`src/rtl/hyperbus_pkg.sv`:
```
// Shared types for the HyperBus chip-select sequencer: FSM states and timing bundle.
package hyperbus_pkg;

   localparam int unsigned CS_TIMER_W = 4;

   typedef enum logic [2:0] {
      IDLE,
      SETUP,
      ACTIVE,
      HOLD,
      RECOVER
   } cs_seq_state_e;

   typedef struct packed {
      logic [CS_TIMER_W-1:0] t_css;
      logic [CS_TIMER_W-1:0] t_csh;
      logic [CS_TIMER_W-1:0] t_cshi;
   } cs_timing_t;

endpackage

```
`src/rtl/hyperbus_cs_sequencer_lzc.sv`:
```
// Lowest-set-bit finder: returns index and one-hot mask of the winning request.
module hyperbus_lzc_onehot #(
   parameter int unsigned Width = 2,
   parameter int unsigned IdxW  = 1
) (
   input  logic [Width-1:0] req_i,
   output logic [IdxW-1:0]  idx_o,
   output logic [Width-1:0] onehot_o,
   output logic             valid_o
);

   // Scan from the top down so the lowest set bit is the last one written.
   always_comb begin
      idx_o    = '0;
      onehot_o = '0;
      for (int i = int'(Width) - 1; i >= 0; i--) begin
         if (req_i[i]) begin
            idx_o       = IdxW'(i);
            onehot_o    = '0;
            onehot_o[i] = 1'b1;
         end
      end
   end

   assign valid_o = |req_i;

endmodule

```
`src/rtl/hyperbus_cs_sequencer.sv`:
```
// Timed CS / clock-enable sequencer in the tx_clk_90 domain (setup, hold, recovery, watchdog).
// Define HYPERBUS_CS_STATS_EN to add transaction and watchdog-expiry counters.
module hyperbus_cs_sequencer
   import hyperbus_pkg::*;
#(
   parameter int unsigned NumChips   = 2,
   parameter int unsigned TimerWidth = CS_TIMER_W,
   parameter int unsigned CsmWidth   = 10,
   localparam int unsigned ChipW     = (NumChips > 1) ? $clog2(NumChips) : 1
) (
   input  logic                  tx_clk_90,
   input  logic                  rst_ni,
   input  logic [NumChips-1:0]   cs_i,
   input  logic                  cs_ena_i,
   input  logic [TimerWidth-1:0] cfg_t_css_i,
   input  logic [TimerWidth-1:0] cfg_t_csh_i,
   input  logic [TimerWidth-1:0] cfg_t_cshi_i,
   input  logic [CsmWidth-1:0]   cfg_t_csm_i,
   output logic [NumChips-1:0]   hyper_cs_no,
   output logic                  ck_ena_o,
   output logic                  busy_o,
   output logic [ChipW-1:0]      active_chip_o,
   output logic                  csm_expired_o
`ifdef HYPERBUS_CS_STATS_EN
   ,
   output logic [31:0]           stat_trx_cnt_o,
   output logic [15:0]           stat_csm_cnt_o
`endif
);

   cs_seq_state_e         r_state, w_state;
   logic [TimerWidth-1:0] r_cnt, w_cnt;
   logic [CsmWidth-1:0]   r_csm, w_csm;
   logic [CsmWidth-1:0]   r_csm_lim, w_csm_lim;
   logic [NumChips-1:0]   r_cs_n, w_cs_n;
   logic                  r_ck_ena, w_ck_ena;
   logic                  r_busy, w_busy;
   logic [ChipW-1:0]      r_chip, w_chip;
   logic                  r_csm_exp, w_csm_exp;

   cs_timing_t            w_tim;
   logic [ChipW-1:0]      w_sel_idx;
   logic [NumChips-1:0]   w_sel_oh;
   logic                  w_sel_vld;

   assign w_tim.t_css  = CS_TIMER_W'(cfg_t_css_i);
   assign w_tim.t_csh  = CS_TIMER_W'(cfg_t_csh_i);
   assign w_tim.t_cshi = CS_TIMER_W'(cfg_t_cshi_i);

   hyperbus_lzc_onehot #(
      .Width (NumChips),
      .IdxW  (ChipW)
   ) u_lzc (
      .req_i    (cs_i),
      .idx_o    (w_sel_idx),
      .onehot_o (w_sel_oh),
      .valid_o  (w_sel_vld)
   );

   always_comb begin
      w_state   = r_state;
      w_cnt     = r_cnt;
      w_csm     = r_csm;
      w_csm_lim = r_csm_lim;
      w_cs_n    = r_cs_n;
      w_ck_ena  = r_ck_ena;
      w_chip    = r_chip;
      w_csm_exp = 1'b0;
      case (r_state)
         IDLE: begin
            if (cs_ena_i && w_sel_vld) begin
               w_chip  = w_sel_idx;
               w_cs_n  = ~w_sel_oh;
               w_cnt   = TimerWidth'(w_tim.t_css);
               w_state = SETUP;
            end
         end
         SETUP: begin
            if (!cs_ena_i) begin
               w_cnt   = TimerWidth'(w_tim.t_csh);
               w_state = HOLD;
            end else if (r_cnt == '0) begin
               w_ck_ena  = 1'b1;
               w_csm     = '0;
               w_csm_lim = cfg_t_csm_i;
               w_state   = ACTIVE;
            end else begin
               w_cnt = r_cnt - TimerWidth'(1);
            end
         end
         ACTIVE: begin
            if (r_csm != '1) w_csm = r_csm + CsmWidth'(1);
            if (!cs_ena_i) begin
               w_ck_ena = 1'b0;
               w_cnt    = TimerWidth'(w_tim.t_csh);
               w_state  = HOLD;
            end else if (r_csm_lim != '0 && r_csm == r_csm_lim - CsmWidth'(1)) begin
               // Forced end; RECOVER still waits for cs_ena_i to drop.
               w_csm_exp = 1'b1;
               w_ck_ena  = 1'b0;
               w_cnt     = TimerWidth'(w_tim.t_csh);
               w_state   = HOLD;
            end
         end
         HOLD: begin
            if (r_cnt == '0) begin
               w_cs_n  = '1;
               w_cnt   = TimerWidth'(w_tim.t_cshi);
               w_state = RECOVER;
            end else begin
               w_cnt = r_cnt - TimerWidth'(1);
            end
         end
         RECOVER: begin
            if (r_cnt == '0) begin
               if (!cs_ena_i) w_state = IDLE;
            end else begin
               w_cnt = r_cnt - TimerWidth'(1);
            end
         end
         default: begin
            w_state  = IDLE;
            w_cs_n   = '1;
            w_ck_ena = 1'b0;
         end
      endcase
      w_busy = (w_state != IDLE);
   end

   always_ff @(posedge tx_clk_90 or negedge rst_ni) begin
      if (!rst_ni) begin
         r_state   <= IDLE;
         r_cnt     <= '0;
         r_csm     <= '0;
         r_csm_lim <= '0;
         r_cs_n    <= '1;
         r_ck_ena  <= 1'b0;
         r_busy    <= 1'b0;
         r_chip    <= '0;
         r_csm_exp <= 1'b0;
      end else begin
         r_state   <= w_state;
         r_cnt     <= w_cnt;
         r_csm     <= w_csm;
         r_csm_lim <= w_csm_lim;
         r_cs_n    <= w_cs_n;
         r_ck_ena  <= w_ck_ena;
         r_busy    <= w_busy;
         r_chip    <= w_chip;
         r_csm_exp <= w_csm_exp;
      end
   end

   assign hyper_cs_no   = r_cs_n;
   assign ck_ena_o      = r_ck_ena;
   assign busy_o        = r_busy;
   assign active_chip_o = r_chip;
   assign csm_expired_o = r_csm_exp;

`ifdef HYPERBUS_CS_STATS_EN
   logic [31:0] r_trx_cnt;
   logic [15:0] r_csmx_cnt;

   always_ff @(posedge tx_clk_90 or negedge rst_ni) begin
      if (!rst_ni) begin
         r_trx_cnt  <= '0;
         r_csmx_cnt <= '0;
      end else begin
         if (r_state == HOLD && r_cnt == '0) r_trx_cnt <= r_trx_cnt + 32'd1;
         if (w_csm_exp) r_csmx_cnt <= r_csmx_cnt + 16'd1;
      end
   end

   assign stat_trx_cnt_o = r_trx_cnt;
   assign stat_csm_cnt_o = r_csmx_cnt;
`endif

endmodule

```
`config.mk`:
```
export PLATFORM = sky130hd
export DESIGN_NAME = hyperbus_cs_sequencer
export DESIGN_NICKNAME = d
export VERILOG_FILES = /design/src/rtl/hyperbus_pkg.sv /design/src/rtl/hyperbus_cs_sequencer_lzc.sv /design/src/rtl/hyperbus_cs_sequencer.sv
export SDC_FILE = /design/constraint.sdc
export NUM_CORES = 1
export LEC_CHECK = 0
export ABC_AREA = 1
export CAP_MARGIN = 5
export CORE_AREA = 2 2 89 91
export DETAILED_ROUTE_END_ITERATION = 7
export DIE_AREA = 0 0 91 93
export REMOVE_ABC_BUFFERS = 1
export SYNTH_ARGS = -nofsm -noshare
export SYNTH_HDL_FRONTEND = slang
export SYNTH_SLANG_ARGS = --single-unit
```
`constraint.sdc`:
```
create_clock -name tx_clk_90 -period 1.7 [get_ports tx_clk_90]
set_input_delay 0.34 -clock tx_clk_90 [delete_from_list [all_inputs] [get_ports tx_clk_90]]
set_output_delay 0.34 -clock tx_clk_90 [all_outputs]
set_load 0.05 [all_outputs]
```
==> results of run 1 <==
flip-flops by register name, summed over array words and instances, names as in the netlist:
register / cells
r_csm: 10
r_csm_lim: 10
r_cnt: 4
r_state: 3
hyper_cs_no: 2
active_chip_o: 1
busy_o: 1
ck_ena_o: 1
csm_expired_o: 1
cells by family (layout without fill, tap and decap cells):
kind of cell	Yosys count	after routing	synth area share (%)
compound gates	44	44	12.6
xor+xnor	7	7	2.77
fa+ha+maj	3	3	1.70
buf+inv	50	120	8.98
flops	33	33	37.4
mux	1	1	0.508
simple gates	189	190	36.0
power by group:
part / total, µW / internal, µW / switching, µW
clock: 901 / 583 / 318
combinational: 2940 / 1220 / 1720
sequential: 1370 / 1090 / 281
worst register-to-register path, stage by stage (launching register included):
cell and delay, ps:
dfrtp_1 390, inv_2 80, ha_4 210, nand2_2 60, inv_2 30, nor2_2 80
nand2_1 50, nor2_1 110, nand3_1 110, nor2_2 140, nand3_2 130, nand2_4 120
nand2_4 70, nand2_2 70, nand2_2 40
timing repair:
item | in CTS | in global routing
setup endpoints to repair | 27 | 28
pin swaps | 13 | 18
gates cloned | 1 | 0
buffers inserted | 5 | 5
gates resized for setup | 17 | 29
cells in the mapped netlist, drive strengths merged (3+ instances only):
library cell,instances
a21oi,12
buf,4
dfrtp,31
ha,3
inv,45
nand2,92
nand3,32
nand4,4
nor2,52
nor3,8
o21ai,23
xor2,5
stage by stage:
| stage | instances | cell area, µm² | TNS (ps) |
|---|---|---|---|
| 2_1_floorplan | 322 | 2180 | -3250 |
| 3_3_place_gp | 481 | 2840 | -1820 |
| 3_5_place_dp | 481 | 2840 | -2360 |
| 4_1_cts | 495 | 3070 | -678 |
| 5_1_grt | 500 | 3220 | -2470 |
| 6_report | 500 | 3220 | -638 |
cell type report:
| class | count | area (µm²) |
|---|---|---|
| Tap cell | 102 | 128 |
| Sequential cell | 33 | 828 |
| Multi-Input combinational cell | 245 | 1330 |
| Clock buffer | 5 | 68.8 |
| Timing Repair Buffer | 67 | 626 |
| Clock inverter | 3 | 65.1 |
| Inverter | 45 | 171 |
| Fill cell | 794 | 4310 |
metal layers:
layer | global-route usage, % | routed length, µm | part of all wire, %
met1 | 18.1 | 2750 | 45
met2 | 26.9 | 3000 | 49
met3 | 3.14 | 294 | 4.8
met4 | 5.68 | 80 | 1.3
met5 | 0 | 0 | 0
worst paths after layout:
check / end / slack (ps) / depth (start not counted)
worst max-delay path: r_cnt[2] / -100 / 14
worst min-delay path: r_csm_lim[2] / 400 / 2
worst max register to register: r_cnt[2] / -100 / 14
worst min register to register: ck_ena_o / 490 / 2
max in group asynchronous: hyper_cs_no[0] / 1040 / 2
min in group tx_clk_90: ck_ena_o / 490 / 2
==> impl_metrics.ini, run 1 <==
[floorplanning]
ios = 33
die_x_um = 91
start_util_pct = 29.4
fp.coreArea_mm2 = 0.00753
rows = 32
die_h_um = 93
die-area_mm2 = 0.00846

[place]
pre_cts_slack_ps = -203
gp_congestion = 0.919
dp_hpwl_mm = 4.40
io_buffers = 32

[synthesis]
synth_edf_count = 0
synth_top_area_cell = dfrtp_1
synth_cell_types = 33
yosysSeqAreaShare_pct = 37.4
synth_top_flop_cell = dfrtp_1
synthArstFlopShare_pct = 100
synth_seq_cells = 33
syn_area_mm2 = 0.00221
synthCells = 327
synth_top_area_share_pct = 35.0
ys_warn_count = 0
syn-mean-instance-area_um2 = 6.77
synthTopCellsByArea = dfrtp_1 35%, nand2_1 15%, nor2_1 8.8%, inv_1 7.3%, nand3_1 7.0%

[clock_tree]
clockBufferDepth = 2
numCtsBuffers = 5
cts_tree = done
clk_latency_ps = 300
clkSinkCount = 33
postCtsHoldBufs = 0
clk_pin_slew_ps = 80
htree_num_levels = 2
cts_root_buf = clkbuf_8

[sta]
setup_slack_ps = -97.4
rsz0062_at_grt = yes
fmax_mhz = 556
hold_slack_ps = 401
hold_viol_final = 0
fin_crit_sh_pct = 106
fin_worst_skew_ps = 6.89
maxSlewHeadroom_pct = 66.7
maxSlewViolCount = 0
worst_slew_pin_slew_ps = 498
setup_viol_count_final = 8
fin_crit_ps = 1800

[detailed_routing]
drtAntennaViolNets = 0
dr.pass1.iters = 4
drc = 0
via_per_inst = 4.59
dr.first_iter.drc_count = 70
drt_wl_total_mm = 6.13
post_drt_wl_per_cell_um = 12.3
vias = 2296

[critical_path]
path_max_fanout = 6
path_buf_inv = 2
cp_cell_sequence = inv_2 -> ha_4 -> nand2_2 -> inv_2 -> nor2_2 -> nand2_1 -> nor2_1 -> nand3_1 -> nor2_2 -> nand3_2 -> nand2_4 -> nand2_4 -> nand2_2 -> nand2_2
start_kind = flop
r2r_start = r_csm_lim[0]
cp_common_cell = nand2_2
startpoint = r_csm_lim[0]
end_kind = flop
cp.arrival_ps = 1990
critPathTopFamily = simple AND/OR/NAND/NOR gates
worstSetupPathType = flop to flop
cp_slowest_stage_delay_ps = 390
cp_slowest_cell = dfrtp_1
critical_path_required_ps = 1890

[global_routing]
grt_pass1_wl_mm = 10.4
grt_usage_pct = 15.2
overflow = 0
antenna_found_initial = 0
grt_pass1_vias = 2252
grt_max_degree = 34

[run_status]
outcome = complete, but fails checks
violations = negative setup slack

[power]
powerDensity_mw_per_mm2 = 1620
p_total_uw = 5210
vdd_ir_drop_max_mv = 0.718
p_leak_uw = 0.00155

[cells_and_area]
final_util_pct = 42.8
nets = 427
final_common_cell = nand2_1
drive_gt1_share_pct = 24.9
syn_to_final_growth_pct = 45.3
n_antenna_cell = 0
layout_common_cells = 76 x nand2_1, 48 x nor2_1, 38 x inv_1

[job]
maxCapViolCount = 0

[hold_path]
hold_class = primary input to asynchronous set/reset pin
No activity file was read; power rests on OpenSTA's default activity.
==> run 2: changes to the inputs <==
ABC_AREA = default   (was 1)
CORE_AREA = 2 2 88 90   (was 2 2 89 91)
DIE_AREA = 0 0 90 92   (was 0 0 91 93)
==> run 2 against run 1 <==
The run still ends with negative setup slack left; clock-buffer cell count is 3 higher; hold slack got worse by 80 ps; first-iteration DRC count rose by 40%; flip-flop and latch count stayed put; routed wire length decreased by 0.64%; critical path depth down 8; clock skew is 1.6 ps higher; utilization grew 4.5 points; total power grew 25%; setup slack worse by 580 ps; sequential share of layout area shrank 2.2 points; non-clock buffer count increased by 38; critical path type unchanged; largest power group unchanged.
==> impl_metrics.ini, run 2 <==
[detailed_routing]
highest_layer = met4
wl_met1_mm = 2.59
wl_met2_mm = 3.24
wl_met3_um = 238
via_per_inst = 4.84
drc = 0
drt_wl_total_mm = 6.09
dr.first_iter.drc_count = 98
post_drt_wl_per_cell_um = 14.0
dr.pass1.iters = 5
vias = 2112
drtAntennaViolNets = 0

[synthesis]
synthCells = 231
synth_xor_area_share_pct = 8.26
syn-mean-instance-area_um2 = 9.18
synth_top_flop_cell = dfrtp_1
synth_compound_area_share_pct = 18.2
synthTopCellsByArea = dfrtp_1 37%, xnor2_1 6.6%, mux2_2 4.3%, o21ai_0 3.3%, nor2_1 3.2%
synth_top_family_by_area = simple AND/OR/NAND/NOR gates
syn_area_mm2 = 0.00212
synth_mux_area_share_pct = 5.84
synthArstFlopShare_pct = 100
yosysMostFrequentCell = dfrtp_1
synth_top_area_cell = dfrtp_1
synth_top_area_share_pct = 36.6
ys_warn_count = 0
synth_cell_types = 54
synth_edf_count = 0
synthAdderAreaFrac_pct = 1.77
synth.top_cells.by_count = 31 x dfrtp_1, 18 x nor2_1, 16 x xnor2_1
synth_seq_cells = 33
yosysSeqAreaShare_pct = 39.1
synth-simple-area-share_pct = 23.5

[clock_tree]
htree_num_levels = 2
postCtsHoldBufs = 0
clockBufferDepth = 2
clkSinkCount = 33
numCtsBuffers = 5
clk_pin_slew_ps = 70
cts_tree = done
cts_root_buf = clkbuf_8
clk_latency_ps = 280

[place]
gp_congestion = 0.848
dp_hpwl_mm = 4.44
post-place-cells = 418
io_buffers = 32
postPlaceCellArea_mm2 = 0.00303

[critical_path]
cp.arrival_ps = 2530
critical_path_required_ps = 1860
path_max_fanout = 4
worstSetupPathType = flop to flop
start_kind = flop
end_kind = flop

[power]
powerDensity_mw_per_mm2 = 1850
vdd_ir_drop_max_mv = 0.820
p_leak_uw = 0.00147

[sta]
fmax_mhz = 421
fin_setup_tns_ps = -7690
rsz0062_at_grt = yes
maxSlewViolCount = 0
setup_viol_count_final = 27
setup_slack_ps = -673
worst_slew_pin_slew_ps = 344
hold_viol_final = 0
maxSlewHeadroom_pct = 76.8
fin_worst_skew_ps = 8.49
hold_slack_ps = 321
fin_crit_sh_pct = 140
fin_crit_ps = 2370

[floorplanning]
start_util_pct = 28.5
die_h_um = 92
ios = 33
die-area_mm2 = 0.00828
die_x_um = 90
rows = 32
fp.coreArea_mm2 = 0.00745

[cells_and_area]
final_common_cell = buf_4
largest_registers = r_csm x10, r_csm_lim x10, r_cnt x4
nets = 363
syn_to_final_growth_pct = 66.0
fin_area_mm2 = 0.00352
drive_gt1_share_pct = 45.2
n_antenna_cell = 0
layout_common_cells = 63 x buf_4, 31 x dfrtp_1, 26 x clkdlybuf4s50_1
fin_cells = 436

[global_routing]
grt_pass1_vias = 2126
grt_usage_pct = 15.1
overflow = 0
grt_max_degree = 29
grt_pass1_wl_mm = 10.1
antenna_found_initial = 0

[run_status]
violations = negative setup slack
outcome = complete, but fails checks

[job]
maxCapViolCount = 0

[hold_path]
hold_class = primary input to asynchronous set/reset pin
## run 2: worst max-delay path, stage by stage (launching register included)
cell       delay, ps
dfrtp_1          390
or3_1            390
or3_4            390
a2111oi_4        320
nand4_1          190
o21ai_4          250
mux2_4           330
## run 2: stage by stage
stage | setup slack [ps] | power (µW) | util [%]
finish | -673 | 6510 | 47.2
CTS | -633 | 6170 | 45.3
detailed placement | -728 | 4990 | 40.6
global route | -759 | 6980 | 47.2
floorplan | -1090 | 3410 | -
global placement | -689 | 4930 | 40.6
## run 2: cell families (layout without fill, tap and decap cells)
kind of cell,Yosys count,after routing
xor+xnor,20,20
compound gates,55,55
flops,33,33
fa+ha+maj,3,3
mux,11,11
buf+inv,19,122
simple gates,90,90
## run 2: worst paths after layout
check | start | end | slack, ps | cells past startpoint
setup / recovery | r_csm_lim[4] | r_cnt[2] | -670 | 6
hold / removal | rst_ni | busy_o | 320 | 1
setup reg to reg | r_csm_lim[4] | r_cnt[2] | -670 | 6
hold reg to reg | ck_ena_o | ck_ena_o | 520 | 1
max in group asynchronous | rst_ni | r_csm[8] | 920 | 2
min in group tx_clk_90 | ck_ena_o | ck_ena_o | 520 | 1
## run 2: power breakdown
part           switching [µW]  internal (µW)
clock network             276            330
logic                    2040           2420
registers                 310           1130
## run 2: area by class of cell
type                       count  area (µm²)
multi-input combinational    179        1500
inverter                       9        33.8
sequential                    33         828
tap                          102         128
clock buffer                   8        90.1
timing repair buffer         105         943
fill                         730        3930
## run 2: timing repair
action / in CTS / in global routing
cloned: 0 / 0
setup endpoints to repair: 31 / 30
buffers inserted: 7 / 8
pin swaps: 21 / 25
hold endpoints to repair: 0 / 0
gates resized for setup: 59 / 31
## run 2: per-layer routing
layer | track usage, % | vias to the layer above
li1 | - | 1049
met1 | 18.4 | 1021
met2 | 27.1 | 40
met3 | 4.03 | 2
met4 | 2.95 | 0
met5 | 0 | -
==> run 3: changes to the inputs <==
PLACE_DENSITY = 0.59   (was default)
clock period = 2.53 ns   (was 1.7 ns; I/O delays follow)
==> run 3 against run 2 <==
Highest routed layer unchanged; clock-buffer cell count down 1; critical path type unchanged; total power down 48%; the flow now finishes without violations; die area unchanged; flip-flop and latch count unchanged; via count down 10%; sequential power down 28%; utilization down 9.9 points.
==> impl_metrics.ini, run 3 (synthesized netlist as in run 2, its figures left out) <==
[power]
vdd_ir_drop_max_mv = 0.543
p_sw_uw = 1440
swShare_pct = 43.0
p_leak_uw = 0.00109
clkPwrFrac_pct = 13.1
pwr-share-comb_pct = 56.0
powerDensity_mw_per_mm2 = 1210
seqPwrFrac_pct = 30.9
internal_power_uw = 1910
p_total_uw = 3350

[cells_and_area]
nFillCells = 802
syn_to_final_growth_pct = 31.2
largest_registers = r_csm x10, r_csm_lim x10, r_cnt x4
fin_area_mm2 = 0.00278
n_antenna_cell = 0
drive_gt1_share_pct = 18.6
nets = 308
fin_cells = 381
final_common_cell = clkdlybuf4s50_1
final_util_pct = 37.3
layout_common_cells = 32 x clkdlybuf4s50_1, 31 x dfrtp_1, 18 x nor2_1, 18 x buf_4, 16 x xnor2_1

[sta]
fin_crit_sh_pct = 94.1
maxSlewViolCount = 0
worst_slew_pin_slew_ps = 504
fmax_mhz = 420
maxSlewHeadroom_pct = 66.3
rsz0062_at_grt = no
fin_crit_ps = 2380
fin_worst_skew_ps = 9.41
fin_setup_tns_ps = 0
setup_viol_count_final = 0
hold_viol_final = 0

[global_routing]
antenna_found_initial = 0
grt_pass1_vias = 1892
overflow = 0
grt_max_degree = 34
grt_usage_pct = 13.6
grt_pass1_wl_mm = 9.11

[hold_path]
hold_class = flop to flop
holdPathStages = 2

[place]
io_buffers = 32
postPlaceCellArea_mm2 = 0.00265
dp_hpwl_mm = 4.00
gp_congestion = 0.875
post-place-cells = 371

[clock_tree]
cts_tree = done
htree_num_levels = 2
clk_pin_slew_ps = 70
clockBufferDepth = 2
clkSinkCount = 33
clk_latency_ps = 290
numCtsBuffers = 5
cts_root_buf = clkbuf_8

[detailed_routing]
dr.pass1.iters = 4
drt_wl_total_mm = 5.20
drtAntennaViolNets = 0
post_drt_wl_per_cell_um = 13.6
vias = 1891
via_per_inst = 4.96
dr.first_iter.drc_count = 64
drc = 0

[critical_path]
end_kind = flop
worstSetupPathType = flop to flop
start_kind = flop
path_max_fanout = 4
critical_path_required_ps = 2700
cp.arrival_ps = 2550
reg2reg_depth = 6

[floorplanning]
fp.coreArea_mm2 = 0.00745
ios = 33
die_h_um = 92
rows = 32
die-area_mm2 = 0.00828
die_x_um = 90
start_util_pct = 28.5

[run_status]
outcome = complete, no violations

[job]
maxCapViolCount = 0
-- run 3: cell count changes in the layout (fill, tap and decap cells not counted), moves of 5 or more --
cell,before,now
buf_4,63,18
o21ai_0,8,13
nand2_2,5,0
nor3_1,4,11
mux2_4,11,0
nand2_1,8,13
clkdlybuf4s50_1,26,32
mux2_2,0,8
buf_6,12,0
-- run 3: cell type report --
cell class / count / area [µm²] / share of cell area (%)
well taps: 102 / 128 / 4.59
clock buffers: 7 / 96.3 / 3.47
repair buffers: 50 / 455 / 16.4
clock inverters: 1 / 5.00 / 0.180
flip-flops and latches: 33 / 828 / 29.8
inverters: 9 / 33.8 / 1.22
multi-input cells: 179 / 1230 / 44.4
-- run 3: stage by stage --
stage	setup WS (ps)	hold slack, ps
after floorplan	-260	210
after CTS	40.3	518
after detailed placement	36.3	508
after global placement	76.9	500
final	150	514
after global routing	23.6	524
-- run 3: per-layer routing --
layer	vias to the layer above	wire (µm)	GRT usage, %
li1	936	-	-
met1	900	2370	17.3
met2	46	2460	22.6
met3	9	267	4.11
met4	0	98	3.59
met5	-	0	0
-- run 3: worst paths after layout --
path | to | startpoint | slack, ps
max in group asynchronous | hyper_cs_no[1] | rst_ni | 1590
min in group asynchronous | busy_o | rst_ni | 610
max | r_cnt[3] | r_csm_lim[3] | 150
min reg2reg | hyper_cs_no[1] | hyper_cs_no[1] | 510
min | hyper_cs_no[1] | hyper_cs_no[1] | 510
max reg2reg | r_cnt[3] | r_csm_lim[3] | 150
-- run 3: critical path, stage by stage, from the launching register on --
cell and delay, ps:
dfrtp_1 370, or3_1 410, or3_4 420, a2111oi_4 320, nand4_1 160, o21ai_2 230
mux2_1 350
-- run 3: timing repair --
action                                 CTS  global route
setup buffers                            0             2
endpoints found under the hold margin    0             0
hold buffers                             0             0
setup endpoints to repair                0             6
gates resized for setup                  0             5
-- run 3: power groups by stage --
stage / logic (µW) / registers [µW] / clock network [µW]
after CTS: 1840 / 1030 / 455
after floorplan: 1170 / 1120 / 0
after global placement: 1810 / 1040 / 0
after global routing: 2100 / 1080 / 481
after detailed placement: 1830 / 1040 / 0
final: 1880 / 1040 / 440
==> edit: new RTL, settings of run 1 <==
The output `busy_o` loses its register stage (`r_busy` becomes a continuous assignment).
--- a/src/rtl/hyperbus_cs_sequencer.sv
+++ b/src/rtl/hyperbus_cs_sequencer.sv
@@ -136,5 +136,4 @@
          r_cs_n    <= '1;
          r_ck_ena  <= 1'b0;
-         r_busy    <= 1'b0;
          r_chip    <= '0;
          r_csm_exp <= 1'b0;
@@ -146,9 +145,10 @@
          r_cs_n    <= w_cs_n;
          r_ck_ena  <= w_ck_ena;
-         r_busy    <= w_busy;
          r_chip    <= w_chip;
          r_csm_exp <= w_csm_exp;
       end
    end
+
+   assign r_busy = w_busy;
 
    assign hyper_cs_no   = r_cs_n;
Check against the original RTL: not equivalent (a bounded check fails within 4 cycles, from zero or initial values and one cycle with rst_ni low).
==> edit against run 1 <==
The flow still finishes with violations (setup timing). Design area is 8.1% higher. Setup slack got worse by 0.52 ns. Critical path depth unchanged. Total power up 3.7%. Sequential cell count shrank 1. Wire length rose by 0.33%. Global-route usage decreased by 0.41 points. Clock skew grew 0.0034 ns. Area after synthesis is 1.2% lower. Highest routed layer unchanged.
==> edit: results (changes against run 1) <==
| Metric | Value |
|---|---|
| Status | `complete, but fails checks` |
| Failing checks | `setup timing` |
| Net count, final | `468 (+9.6%)` |
| Sum Neg Setup Slack | `-3.52 ns (-2.88 ns)` |
| Clk_lat worst skew | `0.28 ns (-0.02 ns)` |
| Starting DRT DRC Count | `155 (+120%)` |
| Final setup fails | `18 (+10)` |
| Vias in the first global route | `2382 (+5.8%)` |
| Total routed wirelength | `6150 um (+0.33%)` |
| Synth area leaders | `dfrtp_1 34%, nand2_1 15%, nor2_1 8.7%, nand3_1 7.5%, inv_1 5.5%` |
| Setup slack after layout | `-0.622 ns (-0.524 ns)` |
| Min Hold Slack | `0.426 ns (+0.0248 ns)` |
| Layout cells sized above 1 | `34.6% (+9.7 points)` |
| Pin count of the biggest net entering global routing | `33 (-2.9%)` |
| Slew headroom | `76.4% (+9.7 points)` |
| Clock skew | `0.0103 ns (+0.00343 ns)` |
| Avg WL per Cell | `11.4 um (-7.3%)` |
| Post-Synthesis Cells | `323 (-1.2%)` |
| Worst Path Max Fanout | `2 (-4)` |
| R2R Setup Slk | `-0.37 ns (-0.27 ns)` |
| Post-synthesis sequential area ratio | `36.7% (-0.69 points)` |
| Placed Area | `3180 sq um (+12%)` |
| First-pass GRT wire length | `10300 um (-0.80%)` |
| Place WS | `-0.390 ns (-0.187 ns)` |
| Dpl cells | `523 (+8.7%)` |
| Synth cell types | `35 (+6.1%)` |
| Leakage power | `1.75 nW (+13%)` |
edit: cell types whose count changed in the layout (fill, tap and decap cells not counted), sizes merged, moves of 2 or more:
cell    before  now
buf         41   86
bufinv       2    0
clkbuf       5    8
nand2       93   90
nand4        4    2
nor3         8    6
nand3       32   35
a21oi       12   16
o21ai       23   18
edit: critical path: stages (launching register included):
cell     delay, ns
dfrtp_1       0.40
inv_2         0.09
ha_4          0.21
nand2_2       0.07
inv_2         0.03
nor2_2        0.06
nand2_1       0.05
nor2_1        0.08
nand3_1       0.07
nor2_1        0.12
nand3_1       0.11
nand2_1       0.10
nand2_2       0.07
nand3_2       0.09
buf_12        0.14
edit: worst paths after layout:
check,to,depth (start not counted),start
setup / recovery,busy_o,14,r_csm_lim[0]
hold / removal,r_csm_lim[7],2,rst_ni
setup reg to reg,r_cnt[0],17,r_csm_lim[0]
hold reg to reg,active_chip_o,2,active_chip_o
max in group asynchronous,hyper_cs_no[1],2,rst_ni
min in group tx_clk_90,active_chip_o,2,active_chip_o
edit: report_power, final:
| group | internal (mW) | leakage [nW] | switching, mW |
|---|---|---|---|
| clock network | 0.291 | 0.0395 | 0.265 |
| registers | 1.05 | 0.387 | 0.265 |
| logic | 1.68 | 1.32 | 1.85 |
| total | 3.02 | 1.75 | 2.38 |
edit: layer usage:
layer / GRT usage (%) / vias to the layer above / wire length [um]
li1: - / 1268 / -
met1: 18.6 / 1140 / 2780
met2: 26.0 / 48 / 3060
met3: 3.22 / 5 / 255
met4: 3.03 / 0 / 48
met5: 0 / - / 0
edit: what timing repair did:
action / 4_1_cts / 5_1_grt
setup endpoints to repair: 27 / 28
resized for setup: 24 / 20
setup buffers: 10 / 3
cloned: 1 / 0
pin swaps: 14 / 15
edit: kinds of logic after synthesis:
kind of cell             count (synthesis)  synth area share, %
AND/OR/NAND/NOR                        185                 35.8
AO/OA/AOI/OAI                           44                 13.3
XOR/XNOR                                 7                 2.80
multiplexers                             1                0.515
buffers and inverters                   51                 9.21
adder cells (fa/ha/maj)                  3                 1.72
flip-flops                              32                 36.7
edit: cell type report:
class / count / area, sq um
inverter: 46 / 173
tap: 102 / 128
multi-input combinational: 241 / 1310
timing repair buffer: 112 / 990
clock buffer: 8 / 80.1
fill: 767 / 4050
sequential: 32 / 805
